File: src/rtl/shift_frame_tx.sv
// rtl/shift_frame_tx.sv - 41-bit serial frame transmitter with double-edge serial clock
//
// Sends {tx_addr, tx_data, 1'b1} MSB-first on sda, framed by sen. The far-end
// shifter samples sda on both sck edges, so sck toggles once per bit, in the
// middle of the bit. After the frame the line idles with sen low for the gap.
//
// Ports:
//   clk       in   system clock, rising edge
//   rst_n     in   asynchronous active-low reset
//   tx_valid  in   request to send one frame
//   tx_ready  out  high in IDLE; accept = tx_valid & tx_ready on a rising edge
//   tx_addr   in   8-bit address field (sent first)
//   tx_data   in   32-bit data field
//   sck       out  serial clock, one transition per bit
//   sen       out  serial enable, high only while frame bits are on the line
//   sda       out  serial data
//   busy      out  high from acceptance until the end of the gap
//   done      out  one-cycle pulse on the last gap cycle

module shift_frame_tx #(
    parameter int unsigned HALF_CYC = 1,
    parameter int unsigned GAP_CYC  = 2
) (
    input  logic        clk,
    input  logic        rst_n,
    input  logic        tx_valid,
    output logic        tx_ready,
    input  logic [7:0]  tx_addr,
    input  logic [31:0] tx_data,
    output logic        sck,
    output logic        sen,
    output logic        sda,
    output logic        busy,
    output logic        done
);

    typedef enum logic [1:0] {
        ST_IDLE  = 2'd0,
        ST_SHIFT = 2'd1,
        ST_GAP   = 2'd2
    } state_t;

    localparam logic [7:0] HALF_RELOAD = 8'(HALF_CYC - 1);
    localparam logic [7:0] GAP_RELOAD  = 8'(GAP_CYC);
    localparam logic [5:0] LAST_BIT    = 6'd40;

    state_t      state_q, state_d;
    logic [40:0] frame_q, frame_d;
    logic [5:0]  bit_cnt_q, bit_cnt_d;
    logic [7:0]  half_cnt_q, half_cnt_d;
    logic [7:0]  gap_cnt_q, gap_cnt_d;
    logic        phase_q, phase_d;
    logic        sck_q, sck_d;
    logic        sen_q, sen_d;
    logic        sda_q, sda_d;

    always_ff @(posedge clk or negedge rst_n) begin
        if (!rst_n) begin
            state_q    <= ST_IDLE;
            frame_q    <= '0;
            bit_cnt_q  <= '0;
            half_cnt_q <= '0;
            gap_cnt_q  <= '0;
            phase_q    <= 1'b0;
            sck_q      <= 1'b0;
            sen_q      <= 1'b0;
            sda_q      <= 1'b0;
        end else begin
            state_q    <= state_d;
            frame_q    <= frame_d;
            bit_cnt_q  <= bit_cnt_d;
            half_cnt_q <= half_cnt_d;
            gap_cnt_q  <= gap_cnt_d;
            phase_q    <= phase_d;
            sck_q      <= sck_d;
            sen_q      <= sen_d;
            sda_q      <= sda_d;
        end
    end

    always_comb begin
        state_d    = state_q;
        frame_d    = frame_q;
        bit_cnt_d  = bit_cnt_q;
        half_cnt_d = half_cnt_q;
        gap_cnt_d  = gap_cnt_q;
        phase_d    = phase_q;
        sck_d      = sck_q;
        sen_d      = sen_q;
        sda_d      = sda_q;

        unique case (state_q)
            ST_IDLE: begin
                if (tx_valid) begin
                    // frame_q[40] is always the bit currently on the line
                    state_d    = ST_SHIFT;
                    frame_d    = {tx_addr, tx_data, 1'b1};
                    bit_cnt_d  = '0;
                    half_cnt_d = HALF_RELOAD;
                    phase_d    = 1'b0;
                    sck_d      = 1'b0;
                    sen_d      = 1'b1;
                    sda_d      = tx_addr[7];
                end
            end

            ST_SHIFT: begin
                if (half_cnt_q != 8'd0) begin
                    half_cnt_d = half_cnt_q - 8'd1;
                end else if (!phase_q) begin
                    // middle of the bit: the single sck transition
                    sck_d      = ~sck_q;
                    phase_d    = 1'b1;
                    half_cnt_d = HALF_RELOAD;
                end else begin
                    // end of the bit
                    phase_d    = 1'b0;
                    half_cnt_d = HALF_RELOAD;
                    if (bit_cnt_q == LAST_BIT) begin
                        state_d   = ST_GAP;
                        sen_d     = 1'b0;
                        sda_d     = 1'b0;
                        gap_cnt_d = GAP_RELOAD;
                    end else begin
                        bit_cnt_d = bit_cnt_q + 6'd1;
                        frame_d   = {frame_q[39:0], 1'b0};
                        sda_d     = frame_q[39];
                    end
                end
            end

            ST_GAP: begin
                // sck ends the frame high after 41 transitions; return it to 0
                // while sen is low so the next frame starts with sck low.
                // The first gap cycle carries that return, then GAP_CYC more.
                sck_d = 1'b0;
                if (gap_cnt_q != 8'd0) begin
                    gap_cnt_d = gap_cnt_q - 8'd1;
                end else begin
                    state_d = ST_IDLE;
                end
            end

            default: begin
                state_d = ST_IDLE;
            end
        endcase
    end

    assign tx_ready = (state_q == ST_IDLE);
    assign busy     = (state_q != ST_IDLE);
    assign done     = (state_q == ST_GAP) && (gap_cnt_q == 8'd0);
    assign sck      = sck_q;
    assign sen      = sen_q;
    assign sda      = sda_q;

endmodule

File: config.mk
export PLATFORM = sky130hd
export DESIGN_NAME = shift_frame_tx
export DESIGN_NICKNAME = d
export VERILOG_FILES = /design/src/rtl/shift_frame_tx.sv
export SDC_FILE = /design/constraint.sdc
export NUM_CORES = 1
export LEC_CHECK = 0
export BUFFER_PORTS_ARGS = -buffer_cell sky130_fd_sc_hd__buf_2
export CAP_MARGIN = 20
export CORE_ASPECT_RATIO = 0.9
export CORE_UTILIZATION = 50
export CTS_CLUSTER_SIZE = 14
export DETAILED_ROUTE_END_ITERATION = 12
export PLACE_DENSITY = 0.74
export SYNTH_ARGS = -nofsm -noshare
export SYNTH_HDL_FRONTEND = slang
export SYNTH_SLANG_ARGS = --single-unit
File: constraint.sdc
create_clock -name clk -period 2.35 [get_ports clk]
set_clock_uncertainty 0.1 [all_clocks]
set_input_delay 0.235 -clock clk [delete_from_list [all_inputs] [get_ports clk]]
set_output_delay 0.235 -clock clk [all_outputs]
set_load 0.005 [all_outputs]
==> metrics.yaml, run 1 <==
floorplan:
  coreArea_sq_mm: 0.00666
  start_util_pct: 52.5
  fp.dieW_microns: 90.1
  dieHeight_microns: 81.3
  ios: 49
  rows: 28
  die_area_sq_mm: 0.00733
detailed_routing:
  vias_per_cell: 5.62
  drtAntennaViolNets: 0
  routed_wl_microns: 7680
  route.detailed.drc: 0
  firstDrtPassIters: 4
  post_drt_wl_per_cell_microns: 14.6
  dr.first_iter.drc_count: 175
  vias: 2949
synth:
  synth.area.top_cells: "dfrtp_1, nand2_1, a22o_1"
  synth_top_area_share_pct: 48.7
  syn_area_sq_mm: 0.00349
  ys_ff_latch: 68
  ys_async_sr_fraction_pct: 100
  synth.most_common_cell: "nand2_1"
  synth-edff-count: 0
  yosysWarnings: 0
  yosysUniqueCellTypes: 47
  ys_seq_area_share_pct: 48.7
  synth_fp_nets: 427
  ys.flop_type: "dfrtp_1"
  synth_commonest_cells: "nand2_1, dfrtp_1, o21ai_0, a22o_1, inv_1"
  yosysTopAreaCell: "dfrtp_1"
  syn_inst: 378
  avgSynthCellArea_sq_um: 9.24
power:
  switching_share_pct: 26.2
  power_density_mw_per_mm2: 759
  pwr-share-seq_pct: 46.9
  p_int_mw: 2.32
  ir_drop_uv: 414
  pwr-share-comb_pct: 15.3
  switchingPower_uw: 827
  p_leak_nw: 1.89
  power.share.clock_pct: 37.8
finish:
  fillers: 559
  layout-drive-gt1-share_pct: 20.7
  antenna_cells: 0
  final_cells: 525
  final_nets: 479
  design_area_sq_mm: 0.00415
  syn_to_final_growth_pct: 18.8
worst_setup_path:
  path_class: "register to register"
  crit_required_ps: 2540
  crit_path_end_kind: "register"
  path_max_fanout: 39
  worstPathArrival_ps: 2380
  start_kind: "register"
place:
  placed_cells: 508
  gp_congestion: 0.818
  pre_cts_slack_ps: 180
  port_buffers: 48
  dp_hpwl_microns: 5180
  place_area_sq_mm: 0.00389
sta:
  rsz0062_at_grt: "false"
  slew-limit-headroom_pct: 35.0
  max_freq_ghz: 0.457
  tns_ps: 0
  hold_viol: 0
  period_minus_slack_ps: 2190
  setup_ws_ps: 162
  fin_crit_sh_pct: 93.1
  fin_hold_ws_ps: 61.0
  worst_pin_slew_ps: 973
  setup_violations: 0
  drv_slew: 0
grt:
  grt_pass1_vias: 2905
  antenna_found_initial: 0
  grt_pass1_wl_microns: 13500
  grtUsageTotal_pct: 23.1
  grt_max_degree: 40
  grt.overflow.total: 0
clocking:
  clk_latency_ps: 350
  cts.clk_slew.worst_paths_ps: 80
  cts_setup_buffers: 0
  cts_resized: 0
  cts_tree: "yes"
  clk_path_buf_depth: 2
  cts_hold_buf: 1
  cts_buffers: 9
  cts_root_buffer: "clkbuf_8"
  ctsHtreeMaxLevel: 3
  numClockSinks: 68
job:
  cap_violations: 0
hold_path:
  hold_path_class: "primary input to register"
status:
  status: "completed"
## critical path: stages, from the launching register on
cell	delay [ps]
dfrtp_1	430
inv_1	80
ha_1	140
nand2_1	90
or4b_1	630
a21oi_2	230
buf_12	230
a22o_1	180
## cell type report
| cell class | count | area [sq um] | share of cell area (%) |
|---|---|---|---|
| Timing Repair Buffer | 65 | 395 | 9.53 |
| Tap cell | 90 | 113 | 2.71 |
| Inverter | 20 | 75.1 | 1.81 |
| Clock buffer | 10 | 138 | 3.32 |
| Clock inverter | 6 | 111 | 2.68 |
| Sequential cell | 68 | 1700 | 41.0 |
| Multi-Input combinational cell | 266 | 1620 | 39.0 |
## routing by layer
| metal | vias to the layer above | share of wire, % | GRT usage, % |
|---|---|---|---|
| met5 | - | 0 | 0 |
| met4 | 0 | 1.4 | 7.26 |
| met3 | 12 | 3.9 | 4.49 |
| met2 | 63 | 48 | 39.5 |
| met1 | 1436 | 47 | 30.0 |
| li1 | 1438 | - | - |
## stage by stage
stage               util (%)  power, mW
finish                  62.3       3.15
detailed placement      58.5       1.98
CTS                     62.3       3.18
global placement        58.5       1.95
global route            62.3       3.32
floorplan                  -       1.81
## cells by family after synthesis
logic type | share of synthesized area, %
and+or+nand+nor | 19.0
AOI/OAI and AO/OA | 21.6
DFF | 48.7
buffers and inverters | 5.37
xor gates and xnor gates | 2.26
adders and majority gates | 2.15
muxes | 0.931
## cell usage in the layout (no fill, tap or decap), types with 7 or more instances in the layout
| cell | netlist | layout |
|---|---|---|
| a21oi_1 | 12 | 12 |
| nand2_1 | 81 | 81 |
| o32ai_1 | 7 | 7 |
| nor2_1 | 18 | 18 |
| buf_4 | 0 | 14 |
| buf_2 | 6 | 48 |
| dfrtp_1 | 68 | 68 |
| inv_1 | 20 | 20 |
| o211ai_1 | 8 | 8 |
| clkbuf_8 | 0 | 10 |
| o21ai_0 | 37 | 37 |
| a22o_1 | 32 | 32 |
## power by group through the flow
stage | Combinational [mW] | Clock [mW] | Sequential (mW)
after global routing | 0.557 | 1.26 | 1.51
after CTS | 0.488 | 1.21 | 1.48
after detailed placement | 0.485 | 0 | 1.50
after floorplan | 0.351 | 0 | 1.46
after global placement | 0.464 | 0 | 1.49
final | 0.481 | 1.19 | 1.48
## state kept, by name, indices dropped and copies added (netlist names)
signal,count
phase_q,1
half_cnt_q,8
state_q,2
sen,1
frame_q,40
bit_cnt_q,6
sda,1
sck,1
gap_cnt_q,8
## final timing paths
path / start / end / slack [ps] / cells after the start
max: bit_cnt_q[0]$_DFFE_PN0P_ / frame_q[32]$_DFFE_PN0P_ / 160 / 7
max reg2reg: bit_cnt_q[0]$_DFFE_PN0P_ / frame_q[32]$_DFFE_PN0P_ / 160 / 7
min in group asynchronous: rst_n / half_cnt_q[2]$_DFFE_PN0P_ / 340 / 3
min: tx_data[3] / frame_q[4]$_DFFE_PN0P_ / 60 / 3
min reg2reg: sen$_DFFE_PN0P_ / sen$_DFFE_PN0P_ / 400 / 2
max in group asynchronous: rst_n / half_cnt_q[3]$_DFFE_PN0P_ / 1430 / 3
Note: power is estimated with default switching activity, not from simulation.
==> inputs of run 2 (changes only) <==
Settings changed: ABC_AREA set to 1.
==> run 2 against run 1 <==
Combinational power shrank 87%. Sequential power shrank 21%. Critical path depth grew 2. Sequential share of layout area grew 0.12 points. Synthesized cell count grew 29%.
==> metrics.yaml, run 2 <==
status:
  status: "completed"
sta:
  rsz0062_at_grt: "false"
  setup_violations: 0  # unchanged
  fin_hold_ws_ps: 80.1  # +19.1 ps
  period_minus_slack_ps: 2100  # -88.5 ps
  drv_slew: 0  # unchanged
  worst_pin_slew_ps: 557  # -415 ps
  fin_crit_sh_pct: 89.4  # -3.8 points
  slew-limit-headroom_pct: 62.8  # +28 points
  max_freq_ghz: 0.476  # +4.2%
  hold_viol: 0  # unchanged
  tns_ps: 0  # unchanged
synth:
  ys_ff_latch: 68  # unchanged
  synth_commonest_cells: "nand2_1, dfrtp_1, o21ai_0, inv_1, nor2_1"
  syn_area_sq_mm: 0.00361  # +3.2%
  syn_inst: 487  # +29%
  ys_async_sr_fraction_pct: 100  # unchanged
  synth_top_area_share_pct: 47.2  # -1.5 points
  yosysTopAreaCell: "dfrtp_1"
  avgSynthCellArea_sq_um: 7.40  # -20%
  synth-edff-count: 0  # unchanged
  synth_fp_nets: 536  # +26%
  ys_seq_area_share_pct: 47.2  # -1.5 points
  synth.area.top_cells: "dfrtp_1, nand2_1, o21ai_0"
  ys.flop_type: "dfrtp_1"
  yosysWarnings: 0  # unchanged
  yosysUniqueCellTypes: 26  # -45%
  synth.most_common_cell: "nand2_1"
detailed_routing:
  vias: 3124  # +5.9%
  vias_per_cell: 4.97  # -12%
  dr.first_iter.drc_count: 168  # -4.0%
  drtAntennaViolNets: 0  # unchanged
  firstDrtPassIters: 4  # unchanged
  routed_wl_microns: 7270  # -5.4%
  post_drt_wl_per_cell_microns: 11.6  # -21%
  route.detailed.drc: 0  # unchanged
worst_setup_path:
  timing.rr.start: "half_cnt_q[0]$_DFFE_PN0P_"
  crit_path_end_kind: "register"
  timing.rr.end: "frame_q[37]$_DFFE_PN0P_"
  crit_required_ps: 2510  # -30 ps
  cp_slowest_cell: "dfrtp_1"
  path_class: "register to register"
  reg2reg_slack_ps: 250  # +90 ps
  slowest_delay_ps: 410  # -220 ps
  path_max_fanout: 38  # -2.6%
  crit_end: "frame_q[37]$_DFFE_PN0P_"
  worstPathArrival_ps: 2260  # -120 ps
  rr_worst_depth: 9  # +2
  crit_start: "half_cnt_q[0]$_DFFE_PN0P_"
  cp_common_cell: "nand2_1"
  start_kind: "register"
  path_cells: "inv_1, ha_1, nand2_1, o21ai_2, nand2_2, nor2_4, buf_12, nand2_1, o21ai_1"
clocking:
  numClockSinks: 68  # unchanged
  cts.clk_slew.worst_paths_ps: 70  # about the same
  cts_tree: "yes"
  clk_path_buf_depth: 2  # unchanged
  cts_setup_buffers: 0  # unchanged
  ctsHtreeMaxLevel: 3  # unchanged
  cts_resized: 0  # unchanged
  clk_latency_ps: 350  # about the same
  cts_buffers: 9  # unchanged
  cts_root_buffer: "clkbuf_8"
hold_path:
  hold_path_class: "primary input to register"
power:
  p_int_mw: 1.75  # -25%
  ir_drop_uv: 384  # -7.2%
  pwr-share-seq_pct: 53.0  # +6.1 points
  pwr-share-comb_pct: 2.8  # -13 points
  switchingPower_uw: 457  # -45%
  power.share.clock_pct: 44.2  # +6.4 points
  power_density_mw_per_mm2: 533  # -30%
  p_leak_nw: 2.13  # +13%
  switching_share_pct: 20.7  # -5.5 points
grt:
  grt_pass1_wl_microns: 12800  # -5.7%
  antenna_found_initial: 0  # unchanged
  grt.overflow.total: 0  # unchanged
  grt_pass1_vias: 2917  # +0.41%
  grtUsageTotal_pct: 21.7  # -1.4 points
  grt_max_degree: 73  # +83%
finish:
  final_cells: 629  # +20%
  final_nets: 583  # +22%
  syn_to_final_growth_pct: 14.7
  regMostFlops: "frame_q"
  layout_common_cells: "nand2_1, dfrtp_1, o21ai_0"
  largest_reg_flops: 40  # unchanged
  final_common_cell: "nand2_1"
  layout-drive-gt1-share_pct: 15.2  # -5.5 points
  antenna_cells: 0  # unchanged
  reg_top3: "frame_q x40, gap_cnt_q x8, half_cnt_q x8"
  fillers: 629  # +13%
job:
  cap_violations: 0  # unchanged
floorplan:
  start_util_pct: 53.3  # +0.83 points
  fp.dieW_microns: 91.5  # +1.5%
  coreArea_sq_mm: 0.00676  # +1.6%
  die_area_sq_mm: 0.00756  # +3.1%
  ios: 49  # unchanged
  rows: 28  # unchanged
  dieHeight_microns: 82.6  # +1.5%
place:
  gp_congestion: 0.864  # +5.6%
  dp_hpwl_microns: 4920  # -5.0%
  port_buffers: 48  # unchanged
  placed_cells: 612  # +20%
==> run 2: cell types whose count changed in the layout (fill, tap and decap cells not counted), moves of 11 or more <==
cell     previous run  this run
a22o_1             32         0
nand2_1            81       173
nor2_1             18        35
o21ai_1             2        15
nand3_1             5        16
buf_4              14         3
o21ai_0            37        64
inv_1              20        55
==> run 2: cell families (layout without fill, tap and decap cells) <==
kind of cell | after synthesis | count (layout) | synth area share, %
compound gates | 90 | 90 | 12.9
xor+xnor | 9 | 9 | 2.19
fa+ha+maj | 6 | 6 | 2.08
buf+inv | 77 | 129 | 9.09
flops | 68 | 68 | 47.2
simple gates | 237 | 237 | 26.5
==> run 2: area by class of cell <==
| type | instances | area (sq um) | share of cell area (%) |
|---|---|---|---|
| clock inverter | 1 | 30.0 | 0.726 |
| sequential | 68 | 1700 | 41.1 |
| timing repair buffer | 55 | 333 | 8.04 |
| tap | 90 | 113 | 2.72 |
| inverter | 58 | 218 | 5.26 |
| multi-input combinational | 342 | 1580 | 38.1 |
| clock buffer | 15 | 166 | 4.02 |
==> run 2: timing repair <==
item,in CTS,in global routing
hold endpoints to repair,68,0
endpoints found under the setup margin,0,0
hold buffers,1,0
==> run 2: metrics by stage <==
step	power (mW)	cell area [sq um]	setup WS, ps	utilization (%)
floorplan	1.19	3610	632	-
global placement	1.26	3930	390	58.1
detailed placement	1.26	3930	315	58.1
CTS	2.24	4140	256	61.2
global route	2.29	4140	101	61.2
finish	2.21	4140	250	61.2
==> run 2: worst max-delay path, delay by kind of cell, from the launching register on <==
family | cells | cell delay [ps]
AOI/OAI and AO/OA | 2 | 300
adders and majority gates | 1 | 160
buffers and inverters | 2 | 360
DFF | 1 | 410
and+or+nand+nor | 4 | 690
==> run 2: worst min path at each step <==
stage,cells after the start,from,end,slack [ps]
final,5,tx_data[1],frame_q[2]$_DFFE_PN0P_,80
after global routing,5,tx_data[3],frame_q[4]$_DFFE_PN0P_,100
after CTS,5,tx_data[3],frame_q[4]$_DFFE_PN0P_,70
after detailed placement,2,rst_n,gap_cnt_q[4]$_DFFE_PN0P_,190
after global placement,2,rst_n,gap_cnt_q[4]$_DFFE_PN0P_,190
after floorplan,0,rst_n,bit_cnt_q[0]$_DFFE_PN0P_,-160
==> run 2: power groups by stage <==
stage         logic (mW)  registers [mW]  clock network, mW
6_report          0.0623            1.17              0.974
3_3_place_gp      0.0637            1.19                  0
4_1_cts           0.0650            1.17               1.00
5_1_grt           0.0718            1.17               1.05
3_5_place_dp      0.0636            1.19                  0
==> run 2: layer usage <==
layer	global-route usage [%]	part of all wire, %	up-vias
li1	-	-	1614
met1	27.2	46	1421
met2	36.7	47	80
met3	5.86	5.4	9
met4	7.78	1.3	0
met5	0	0	-
